--- config.mk ---
export PLATFORM = sky130hd
export DESIGN_NAME = dm_tx_reader
export DESIGN_NICKNAME = d
export VERILOG_FILES = /design/src/rtl/dm_tx_reader_pkg.sv /design/src/rtl/dm_tx_reader_tx_fifo.sv /design/src/rtl/dm_tx_reader.sv
export SDC_FILE = /design/constraint.sdc
export NUM_CORES = 1
export LEC_CHECK = 0
export CAP_MARGIN = 20
export CORE_ASPECT_RATIO = 1.5
export CORE_MARGIN = 1
export CORE_UTILIZATION = 32
export CTS_BUF_LIST = sky130_fd_sc_hd__clkbuf_4 sky130_fd_sc_hd__clkbuf_8
export DETAILED_ROUTE_END_ITERATION = 6
export GPL_ROUTABILITY_DRIVEN = 0
export PLACE_DENSITY = 0.46
export SKIP_CTS_REPAIR_TIMING = 1
export SYNTH_ARGS = -nofsm -noshare
export SYNTH_HDL_FRONTEND = slang
export SYNTH_HIERARCHICAL = 1
export SYNTH_SLANG_ARGS = --single-unit
--- constraint.sdc ---
create_clock -name clk_i -period 6.32 [get_ports clk_i]
set_input_delay 1.264 -clock clk_i [delete_from_list [all_inputs] [get_ports clk_i]]
set_output_delay 1.264 -clock clk_i [all_outputs]
set_load 0.05 [all_outputs]
--- src/rtl/dm_tx_reader_pkg.sv ---
// Shared constants and FSM encoding for the data-memory transfer reader.
package dm_tx_reader_pkg;
    localparam int DM_DATA_W     = 32;
    localparam int DM_ADDR_W     = 8;
    localparam int DM_RD_LAT     = 2;
    localparam int DM_FIFO_DEPTH = 4;

    typedef enum logic [1:0] {
        ST_IDLE  = 2'd0,
        ST_READ  = 2'd1,
        ST_DRAIN = 2'd2,
        ST_DONE  = 2'd3
    } state_e;
endpackage

--- src/rtl/dm_tx_reader_tx_fifo.sv ---
// Small synchronous FIFO; head entry is read straight from registered storage.
module tx_fifo #(
    parameter int DEPTH = 4,
    parameter int WIDTH = 32,
    parameter int CW    = $clog2(DEPTH + 1)
) (
    input  logic             clk_i,
    input  logic             rst_i,
    input  logic             push_i,
    input  logic [WIDTH-1:0] data_i,
    input  logic             pop_i,
    output logic             valid_o,
    output logic [WIDTH-1:0] data_o,
    output logic [CW-1:0]    count_o
);
    localparam int PW = (DEPTH > 1) ? $clog2(DEPTH) : 1;

    logic [WIDTH-1:0] mem_q [DEPTH];
    logic [PW-1:0]    wr_ptr_q, rd_ptr_q;
    logic [CW-1:0]    count_q;

    function automatic logic [PW-1:0] ptr_inc(input logic [PW-1:0] p);
        return (p == PW'(DEPTH - 1)) ? '0 : p + PW'(1);
    endfunction

    always_ff @(posedge clk_i or posedge rst_i) begin
        if (rst_i) begin
            for (int i = 0; i < DEPTH; i++) mem_q[i] <= '0;
            wr_ptr_q <= '0;
            rd_ptr_q <= '0;
            count_q  <= '0;
        end else begin
            if (push_i) begin
                mem_q[wr_ptr_q] <= data_i;
                wr_ptr_q        <= ptr_inc(wr_ptr_q);
            end
            if (pop_i) rd_ptr_q <= ptr_inc(rd_ptr_q);
            case ({push_i, pop_i})
                2'b10:   count_q <= count_q + CW'(1);
                2'b01:   count_q <= count_q - CW'(1);
                default: count_q <= count_q;
            endcase
        end
    end

    assign valid_o = (count_q != '0);
    assign data_o  = mem_q[rd_ptr_q];
    assign count_o = count_q;
endmodule

--- src/rtl/dm_tx_reader.sv ---
// Streams a block of data-memory words to the neighbour PE, prefetching through
// a credit-limited FIFO so the BRAM read latency is hidden.
module dm_tx_reader
    import dm_tx_reader_pkg::*;
#(
    parameter int DATA_W     = DM_DATA_W,
    parameter int ADDR_W     = DM_ADDR_W,
    parameter int RD_LAT     = DM_RD_LAT,
    parameter int FIFO_DEPTH = DM_FIFO_DEPTH
) (
    input  logic              clk_i,
    input  logic              rst_i,
    input  logic              start_i,
    input  logic [ADDR_W-1:0] base_addr_i,
    input  logic [ADDR_W:0]   len_i,
    output logic              busy_o,
    output logic              done_o,
    output logic              rd_en_o,
    output logic [ADDR_W-1:0] rd_addr_o,
    input  logic [DATA_W-1:0] rd_data_i,
    output logic              tx_valid_o,
    output logic [DATA_W-1:0] tx_data_o,
    output logic              tx_last_o,
    input  logic              tx_ready_i
);
    localparam int CW = $clog2(FIFO_DEPTH + 1);

    state_e            state_q, state_d;
    logic [ADDR_W-1:0] base_q, last_addr_q, rd_addr;
    logic [ADDR_W:0]   len_q, issued_q, sent_q;
    logic [RD_LAT-1:0] vld_pipe_q, vld_pipe_d;
    logic [CW-1:0]     fifo_count;
    logic [CW:0]       outstanding, credit;
    logic              rd_en, pop, push, fifo_valid;
    logic [DATA_W-1:0] fifo_head;

    // Credit = words in flight + words buffered, net of this cycle's pop.
    always_comb begin
        outstanding = '0;
        for (int i = 0; i < RD_LAT; i++)
            outstanding = outstanding + (CW+1)'(vld_pipe_q[i]);
        pop    = fifo_valid & tx_ready_i;
        credit = outstanding + (CW+1)'(fifo_count) - (CW+1)'(pop);
        rd_en  = (state_q == ST_READ) && (issued_q != len_q) &&
                 (credit < (CW+1)'(FIFO_DEPTH));
        rd_addr = rd_en ? (base_q + issued_q[ADDR_W-1:0]) : last_addr_q;
        vld_pipe_d[0] = rd_en;
        for (int i = 1; i < RD_LAT; i++) vld_pipe_d[i] = vld_pipe_q[i-1];
    end

    assign push = vld_pipe_q[RD_LAT-1];

    always_comb begin
        state_d = state_q;
        case (state_q)
            ST_IDLE:  if (start_i) state_d = (len_i == '0) ? ST_DONE : ST_READ;
            ST_READ:  if (rd_en && (issued_q + (ADDR_W+1)'(1) == len_q)) state_d = ST_DRAIN;
            ST_DRAIN: if (pop && (sent_q + (ADDR_W+1)'(1) == len_q)) state_d = ST_DONE;
            ST_DONE:  state_d = ST_IDLE;
            default:  state_d = ST_IDLE;
        endcase
    end

    always_ff @(posedge clk_i or posedge rst_i) begin
        if (rst_i) begin
            state_q     <= ST_IDLE;
            base_q      <= '0;
            len_q       <= '0;
            issued_q    <= '0;
            sent_q      <= '0;
            last_addr_q <= '0;
            vld_pipe_q  <= '0;
        end else begin
            state_q    <= state_d;
            vld_pipe_q <= vld_pipe_d;
            if (state_q == ST_IDLE && start_i) begin
                base_q   <= base_addr_i;
                len_q    <= len_i;
                issued_q <= '0;
                sent_q   <= '0;
            end
            if (rd_en) begin
                issued_q    <= issued_q + (ADDR_W+1)'(1);
                last_addr_q <= rd_addr;
            end
            if (pop) sent_q <= sent_q + (ADDR_W+1)'(1);
        end
    end

    tx_fifo #(.DEPTH(FIFO_DEPTH), .WIDTH(DATA_W), .CW(CW)) u_fifo (
        .clk_i   (clk_i),
        .rst_i   (rst_i),
        .push_i  (push),
        .data_i  (rd_data_i),
        .pop_i   (pop),
        .valid_o (fifo_valid),
        .data_o  (fifo_head),
        .count_o (fifo_count)
    );

    assign busy_o     = (state_q == ST_READ) || (state_q == ST_DRAIN);
    assign done_o     = (state_q == ST_DONE);
    assign rd_en_o    = rd_en;
    assign rd_addr_o  = rd_addr;
    assign tx_valid_o = fifo_valid;
    assign tx_data_o  = fifo_head;
    assign tx_last_o  = fifo_valid && (sent_q == len_q - (ADDR_W+1)'(1));
endmodule

-- After elaboration in Yosys (flattened, before gate mapping)
Index checks and enable logic that the tools add are counted.
- add/sub/neg operators: 11
- $lt $le $gt $ge: 4
- equal/unequal tests: 14
- mux-type cells: 18
- bitwise logic cells: 3
- reductions and logical operators: 15
- operator list (cell ; number):
    $bwmux 128 ; 1
    $mux 32 ; 3
    $bmux 32 s2 ; 1
    $demux 32 s2 ; 1
    $eq 9x9->1 ; 3
    $mux 9 ; 3
    $add 9x1->9 const B ; 2
    $mux 2 ; 6
    $eq 2x2->1 const B ; 5
    $logic_not 9->1 ; 1
    $ne 9x9->1 ; 1
    $sub 9x1->9 const B ; 1
    $add 8x8->8 ; 1
    $mux 8 ; 1
    $pmux 2 s4 ; 1
    $logic_and 1x1->1 ; 7
    $ge 3x3->1 const B ; 2
    $ne 2x2->1 const B ; 3
    $not 2->3 ; 2
    $pmux 3 s2 ; 1
    $reduce_bool 2->1 ; 3
    $add 2x1->2 const B ; 2
    $add 2x3->4 ; 1
    $eq 2x1->1 const B ; 2
    11 further kinds ; 11
- flip-flop bits (word level): 182
- logic and storage cells: 79

-- Logic depth before layout (Yosys ltp)
Gate-level depths: netlist of run 1.
- depth after elaboration: 8
- mapped depth: 15
- gate-level depth less buffers: 13

-- Modules after synthesis
Netlist of run 1, hierarchy kept.
- modules (own cells, without submodules) (module ; times used ; cells each ; area an instance (µm²) ; seq. area each (µm²)):
    tx_fifo ; 1 ; 347 ; 5918.2 ; 3378.2
    dm_tx_reader ; 1 ; 357 ; 3290.7 ; 1176.1

-- Worst setup path after synthesis of run 1
OpenSTA, ideal clock, no wires.
- path type: input port to output port
- from: input tx_ready_i
- to: output rd_addr_o[7]
- data arrival time: 4.442 ns
- required time: 5.056 ns
- setup slack: 0.614 ns
- stages: 13
- buffers on the path: 3
- cell sequence: nand2_1 > clkbuf_1 > inv_1 > ha_1 > inv_1 > ha_1 > a21o_1 > a21oi_1 > xor2_1 > nand4_1 > buf_2 > clkbuf_1 > o21ai_0
- cells in the longest elaborated chain, start to end: 5
- ends and longest elaborated chain (element ; line ; source):
    from (decl) ; dm_tx_reader.sv:24 ; input logic tx_ready_i
    $and 1x1->1 ; dm_tx_reader.sv:42 ; pop = fifo_valid & tx_ready_i;
    net pop ; dm_tx_reader.sv:34 ; logic rd_en, pop, push, fifo_valid;
    $sub 4x1->4 ; dm_tx_reader.sv:43 ; credit = outstanding + (CW+1)'(fifo_count) - (CW+1)'(pop);
    $lt 4x3->1 ; dm_tx_reader.sv:45 ; (credit < (CW+1)'(FIFO_DEPTH));
    $logic_and 1x1->1 ; dm_tx_reader.sv:44 ; rd_en = (state_q == ST_READ) && (issued_q != len_q) &&
    $mux 8 ; dm_tx_reader.sv:46 ; rd_addr = rd_en ? (base_q + issued_q[ADDR_W-1:0]) : last_addr_q;
    to (decl) ; dm_tx_reader.sv:19 ; output logic [ADDR_W-1:0] rd_addr_o,
The timed path passes the listed nets, and every way through them passes these cells.

-- Worst setup path after layout of run 1
- from: input tx_ready_i
- to: output rd_addr_o[6]
Same word-level chain as after synthesis.

==> flow_metrics.env, run 1 <==
export IMPL_outcome="finished, final reports clean"
export IMPL_timing_rr_end="issued_q[5]$_DFFE_PP0P_"
export IMPL_clk_pin_slew_ns=0.10
export IMPL_whs_path_depth=0
export IMPL_synth_compound_area_frac=0.0557
export IMPL_critical_path_required_ns=5.06
export IMPL_setup_viol=0
export IMPL_final_max_slew_viol_count=0
export IMPL_insertion_delay_ns=0.47
export IMPL_drt_iter0_drc=172
export IMPL_ys_warn_count=6
export IMPL_async_flop_share=1.00
export IMPL_h_tree_depth=4
export IMPL_rsz0062_at_grt="no"
export IMPL_synth_common_cells="dfrtp_1 (182), mux2_2 (150), o21ai_0 (48)"
export IMPL_synthFlopType="dfrtp_1"
export IMPL_worstSetupPathType="in -> out"
export IMPL_cts_buffers=17
export IMPL_muxShareOfSynthArea=0.265
export IMPL_grt_pass1_wl_um=33800
export IMPL_cap_violations=0
export IMPL_end_kind="output port"
export IMPL_grt_usage=0.150
export IMPL_synth_most_common_cell="dfrtp_1"
export IMPL_max_clock_path_buffers=2
export IMPL_hold_end="vld_pipe_q[1]$_DFF_PP0_"
export IMPL_grt_overflow=0
export IMPL_ff2ff_path_depth=14
export IMPL_core_um2=28200
export IMPL_area_growth_pct=18.5
export IMPL_synth_top_family_by_area="multiplexers"
export IMPL_routed_wl_um=20900
export IMPL_hold_viol_final=0
export IMPL_critPathLaunchType="input port"
export IMPL_layout_nets=868
export IMPL_root_buffer="clkbuf_8"
export IMPL_hp_class="reg -> reg"
export IMPL_hpwl_um=14500
export IMPL_p_total_mw=6.48
export IMPL_portBuffers=97
export IMPL_n_antenna_cell=0
export IMPL_utilization=0.388
export IMPL_drc=0
export IMPL_synthXorXnorAreaFrac=0.0418
export IMPL_drive_gt1_frac=0.302
export IMPL_cts_tree="done"
export IMPL_p_leak_nw=4.49
export IMPL_avgSynthCellArea_um2=13.1
export IMPL_finalSetupTns_ns=0
export IMPL_arrival_ns=4.29
export IMPL_vias=5787
export IMPL_dieArea_um2=29500
export IMPL_grt_max_degree=88
export IMPL_initial_core_util=0.327
export IMPL_r2r_start="u_fifo/count_o[1]$_DFFE_PP0P_"
export IMPL_yosys_top_cells_area="dfrtp_1 (49%), mux2_2 (18%), mux4_2 (7.8%)"
export IMPL_ys_seq_elements=182
export IMPL_viasPerCell=5.05
export IMPL_ioPinCount=98
export IMPL_synth_top_area_share=0.495
export IMPL_slew_headroom=0.329
export IMPL_synthSimpleGateAreaFrac=0.0643
export IMPL_r2r_slack_ns=2.59
export IMPL_synth_net_count=784
export IMPL_antenna_found_initial=0
export IMPL_synth_edf_count=0
export IMPL_wl_per_cell_um=18.2
export IMPL_vdd_drop_max_uv=282
export IMPL_grt_pass1_vias=6289
export IMPL_fp_dieW_um=141
export IMPL_die_height_um=210
export IMPL_drt_pass1_iter_count=4
export IMPL_period_share=0.879
export IMPL_fin_crit_ns=5.55
export IMPL_std_cell_rows=75
export IMPL_max_freq_mhz=180
export IMPL_netlist_area_um2=9210
export IMPL_synthAdderAreaFrac=0.0383
export IMPL_skew_ns=0.0140
export IMPL_ys_types=51
export IMPL_p_per_area_nw_per_um2=593
export IMPL_cts_sinks=182
export IMPL_syn_inst=704
export IMPL_ant_nets=0
export IMPL_worst_pin_slew_ns=1.00
export IMPL_hold_start="vld_pipe_q[0]$_DFF_PP0_"
export IMPL_ys_seq_area_frac=0.495
export IMPL_yosys_area_top_type="dfrtp_1"
export IMPL_cp_max_fo=39
state kept, by name (all words and copies together) (netlist names):
register	flops
vld_pipe_q	2
u_fifo/count_o	3
len_q	9
u_fifo/wr_ptr_q	2
base_q	8
u_fifo/mem_q	128
state_q	2
sent_q	9
last_addr_q	8
u_fifo/rd_ptr_q	2
issued_q	9
kinds of logic after synthesis:
group,Yosys count
mux,185
simple gates,117
flops,182
compound gates,83
xor+xnor,44
buf+inv,66
fa+ha+maj,27
layout make-up:
type,instances,area (um^2)
Multi-Input combinational cell,456,4280
Timing Repair Buffer,105,1110
Sequential cell,182,4560
Clock buffer,21,283
Fill cell,2719,17200
Tap cell,346,433
Clock inverter,11,148
Inverter,26,103
where the power goes:
group / total [mW] / switching (mW) / leakage [nW] / internal (mW)
clock network: 0.850 / 0.423 / 0.208 / 0.427
logic: 3.45 / 1.85 / 2.11 / 1.59
registers: 2.18 / 0.466 / 2.17 / 1.71
through the flow:
| stage | worst slack (ns) | std cells | hold slack [ns] | cell area (um^2) |
|---|---|---|---|---|
| after CTS | 0.750 | 1147 | 0.463 | 10900 |
| after global routing | 0.498 | 1147 | 0.472 | 10900 |
| final | 0.767 | 1147 | 0.470 | 10900 |
| after detailed placement | 0.755 | 1115 | 0.425 | 10500 |
| after floorplan | 0.614 | 704 | 0.354 | 9210 |
| after global placement | 0.801 | 1115 | 0.430 | 10500 |
layout by cell type, fill, tap and decap left out, drive strengths merged, types with 3 or more instances in the layout:
master,count
ha,25
dfrtp,182
nor3,7
a21o,3
clkinv,4
nor2b,4
a21oi,11
nand2b,4
xnor2,20
and3,6
or3,4
mux2i,3
nor3b,3
nand3,13
nand2,35
buf,17
o21ai,48
clkinvlp,4
o41ai,5
bufinv,3
nor2,24
o31ai,3
mux2,150
xor2,24
mux4,32
clkdlybuf4s50,88
a31oi,3
clkbuf,21
inv,26
nand4,8
worst max-delay path, stage by stage:
cell and delay, ns:
clkdlybuf4s50_1 0.45, nand2_1 0.19, inv_1 0.38, ha_1 0.31
inv_1 0.05, ha_1 0.22, a21o_1 0.15, a21oi_1 0.16
xor2_1 0.19, nand4_1 0.11, buf_4 0.25, o21ai_0 0.35
buf_12 0.19
worst max-delay path by stage:
stage                           from            to  slack [ns]  cells after the start
after floorplan           tx_ready_i  rd_addr_o[7]        0.61                     13
after global placement    tx_ready_i  rd_addr_o[6]        0.80                     13
after detailed placement  tx_ready_i  rd_addr_o[4]        0.76                     13
after CTS                 tx_ready_i  rd_addr_o[6]        0.75                     13
after global routing      tx_ready_i  rd_addr_o[5]        0.50                     13
final                     tx_ready_i  rd_addr_o[6]        0.77                     13
per-layer routing:
layer  share of wire  track usage  vias up
met5               0            0        -
met1            0.40        0.169     2961
met4           0.021       0.0543        0
met2            0.55        0.274      101
met3           0.031       0.0322       22
li1                -            -     2703
Power figures use the tool's default switching activity.
==> run 2, diff against run 1 <==
--- a/config.mk
+++ b/config.mk
@@ -6,13 +6,15 @@
 export NUM_CORES = 1
 export LEC_CHECK = 0
 export CAP_MARGIN = 20
+export CELL_PAD_IN_SITES_DETAIL_PLACEMENT = 1
+export CELL_PAD_IN_SITES_GLOBAL_PLACEMENT = 1
 export CORE_ASPECT_RATIO = 1.5
 export CORE_MARGIN = 1
 export CORE_UTILIZATION = 32
 export CTS_BUF_LIST = sky130_fd_sc_hd__clkbuf_4 sky130_fd_sc_hd__clkbuf_8
 export DETAILED_ROUTE_END_ITERATION = 6
 export GPL_ROUTABILITY_DRIVEN = 0
-export PLACE_DENSITY = 0.46
+export PLACE_DENSITY = 0.55
 export SKIP_CTS_REPAIR_TIMING = 1
 export SYNTH_ARGS = -nofsm -noshare
 export SYNTH_HDL_FRONTEND = slang
==> flow_metrics.env, run 2 (synthesized netlist as in run 1, its figures left out) <==
export IMPL_critPathLaunchType="input port"
export IMPL_critical_path_required_ns=5.06
export IMPL_max_freq_mhz=184
export IMPL_r2r_slack_ns=2.72
export IMPL_drt_pass1_iter_count=4
export IMPL_largest_register_ffs=128
export IMPL_wl_per_cell_um=19.4
export IMPL_largest_register="u_fifo/mem_q"
export IMPL_vias=5866
export IMPL_rsz0062_at_grt="no"
export IMPL_skew_ns=0.0107
export IMPL_use_met3=0.0315
export IMPL_hold_viol_final=0
export IMPL_setup_viol=0
export IMPL_cap_violations=0
export IMPL_vdd_drop_max_uv=270
export IMPL_hpwl_um=15100
export IMPL_slew_headroom=0.311
export IMPL_end_kind="output port"
export IMPL_r2r_start="u_fifo/count_o[1]$_DFFE_PP0P_"
export IMPL_viasPerCell=5.15
export IMPL_h_tree_depth=4
export IMPL_utilization=0.386
export IMPL_mostFrequentLayoutCell="dfrtp_1"
export IMPL_insertion_delay_ns=0.48
export IMPL_period_share=0.861
export IMPL_whs_path_depth=0
export IMPL_grt_overflow=0
export IMPL_n_antenna_cell=0
export IMPL_initial_core_util=0.327
export IMPL_grt_use_met2=0.303
export IMPL_timing_rr_end="issued_q[4]$_DFFE_PP0P_"
export IMPL_dieArea_um2=29500
export IMPL_ff2ff_path_depth=14
export IMPL_cts_tree="done"
export IMPL_die_height_um=210
export IMPL_grt_most_used_layer="met2"
export IMPL_fin_crit_ns=5.44
export IMPL_max_clock_path_buffers=2
export IMPL_portBuffers=97
export IMPL_grt_pass1_vias=6709
export IMPL_worst_pin_slew_ns=1.03
export IMPL_p_leak_nw=4.47
export IMPL_ioPinCount=98
export IMPL_grt_max_degree=89
export IMPL_root_buffer="clkbuf_8"
export IMPL_nFillCells=2957
export IMPL_grt_pass1_wl_um=36400
export IMPL_routed_wl_um=22100
export IMPL_final_max_slew_viol_count=0
export IMPL_hp_class="reg -> reg"
export IMPL_ant_nets=0
export IMPL_grt_usage=0.161
export IMPL_std_cell_rows=75
export IMPL_outcome="finished, final reports clean"
export IMPL_worstSetupPathType="in -> out"
export IMPL_area_growth_pct=18.0
export IMPL_crit_path_end="rd_addr_o[5]"
export IMPL_clk_pin_slew_ns=0.09
export IMPL_arrival_ns=4.18
export IMPL_drc=0
export IMPL_grt_met1_usage=0.182
export IMPL_drive_gt1_frac=0.301
export IMPL_layout_nets=865
export IMPL_finalSetupTns_ns=0
export IMPL_antenna_found_initial=0
export IMPL_cp_max_fo=39
export IMPL_final_cell_mix="dfrtp_1 (180), mux2_2 (150), clkdlybuf4s50_1 (88)"
export IMPL_drt_iter0_drc=182
export IMPL_critPathLaunch="tx_ready_i"
export IMPL_p_per_area_nw_per_um2=598
export IMPL_cts_sinks=182
export IMPL_fp_dieW_um=141
export IMPL_cts_buffers=17
export IMPL_core_um2=28200
run 2: cell count changes in the layout (fill, tap and decap cells not counted), moves of 2 or more:
cell and change:
clkinvlp_4 -2, buf_4 -3, nand2_2 +4, nand2_1 -4, clkinv_2 -2
run 2: metal layers:
metal	vias to the layer above	routed length, um
met5	-	0
met4	0	299
met3	19	608
met2	94	12300
met1	3067	8970
li1	2686	-
run 2: final cells by class:
class | instances | area (um^2) | area share
clock inverters | 7 | 123 | 0.0113
well taps | 346 | 433 | 0.0398
flip-flops and latches | 182 | 4560 | 0.419
multi-input cells | 456 | 4290 | 0.395
clock buffers | 21 | 277 | 0.0254
inverters | 26 | 103 | 0.00944
repair buffers | 102 | 1090 | 0.0999
run 2: worst max-delay path, cell delays in order:
cell and delay [ns]:
clkdlybuf4s50_1 0.41, nand2_1 0.30, inv_1 0.11, ha_1 0.29
inv_1 0.04, ha_1 0.26, a21o_1 0.16, a21oi_1 0.16
xor2_1 0.21, nand4_1 0.12, buf_4 0.27, o21ai_0 0.37
buf_12 0.19
run 2: worst min path at each step:
stage / from / to / slack, ns
floorplan: vld_pipe_q[0]$_DFF_PP0_ / vld_pipe_q[1]$_DFF_PP0_ / 0.35
global placement: vld_pipe_q[0]$_DFF_PP0_ / vld_pipe_q[1]$_DFF_PP0_ / 0.44
detailed placement: vld_pipe_q[0]$_DFF_PP0_ / vld_pipe_q[1]$_DFF_PP0_ / 0.45
CTS: vld_pipe_q[0]$_DFF_PP0_ / vld_pipe_q[1]$_DFF_PP0_ / 0.48
global route: vld_pipe_q[0]$_DFF_PP0_ / vld_pipe_q[1]$_DFF_PP0_ / 0.50
finish: vld_pipe_q[0]$_DFF_PP0_ / vld_pipe_q[1]$_DFF_PP0_ / 0.47
run 2: power by group:
group,switching [mW],internal (mW),total (mW),leakage [nW]
logic,1.87,1.60,3.47,2.10
registers,0.495,1.71,2.21,2.17
clock network,0.409,0.415,0.823,0.198
total,2.77,3.73,6.50,4.47
run 2: stage by stage:
| step | power, mW | cells | worst slack [ns] | hold slack [ns] | cell area [um^2] |
|---|---|---|---|---|---|
| 6_report | 6.50 | 1140 | 0.877 | 0.473 | 10900 |
| 5_1_grt | 6.92 | 1140 | 0.714 | 0.497 | 10900 |
| 4_1_cts | 6.62 | 1140 | 0.829 | 0.478 | 10900 |
| 3_5_place_dp | 5.76 | 1112 | 0.854 | 0.449 | 10500 |
| 3_3_place_gp | 5.61 | 1112 | 0.919 | 0.443 | 10500 |
| 2_1_floorplan | 4.66 | 704 | 0.614 | 0.354 | 9210 |
==> run 3, diff against run 2 <==
--- a/config.mk
+++ b/config.mk
@@ -12,6 +12,7 @@
 export CORE_MARGIN = 1
 export CORE_UTILIZATION = 32
 export CTS_BUF_LIST = sky130_fd_sc_hd__clkbuf_4 sky130_fd_sc_hd__clkbuf_8
+export CTS_CLUSTER_SIZE = 40
 export DETAILED_ROUTE_END_ITERATION = 6
 export GPL_ROUTABILITY_DRIVEN = 0
 export PLACE_DENSITY = 0.55
==> results of run 3 <==
Same layout as run 2: the final DEF is identical, and so are final timing and power.
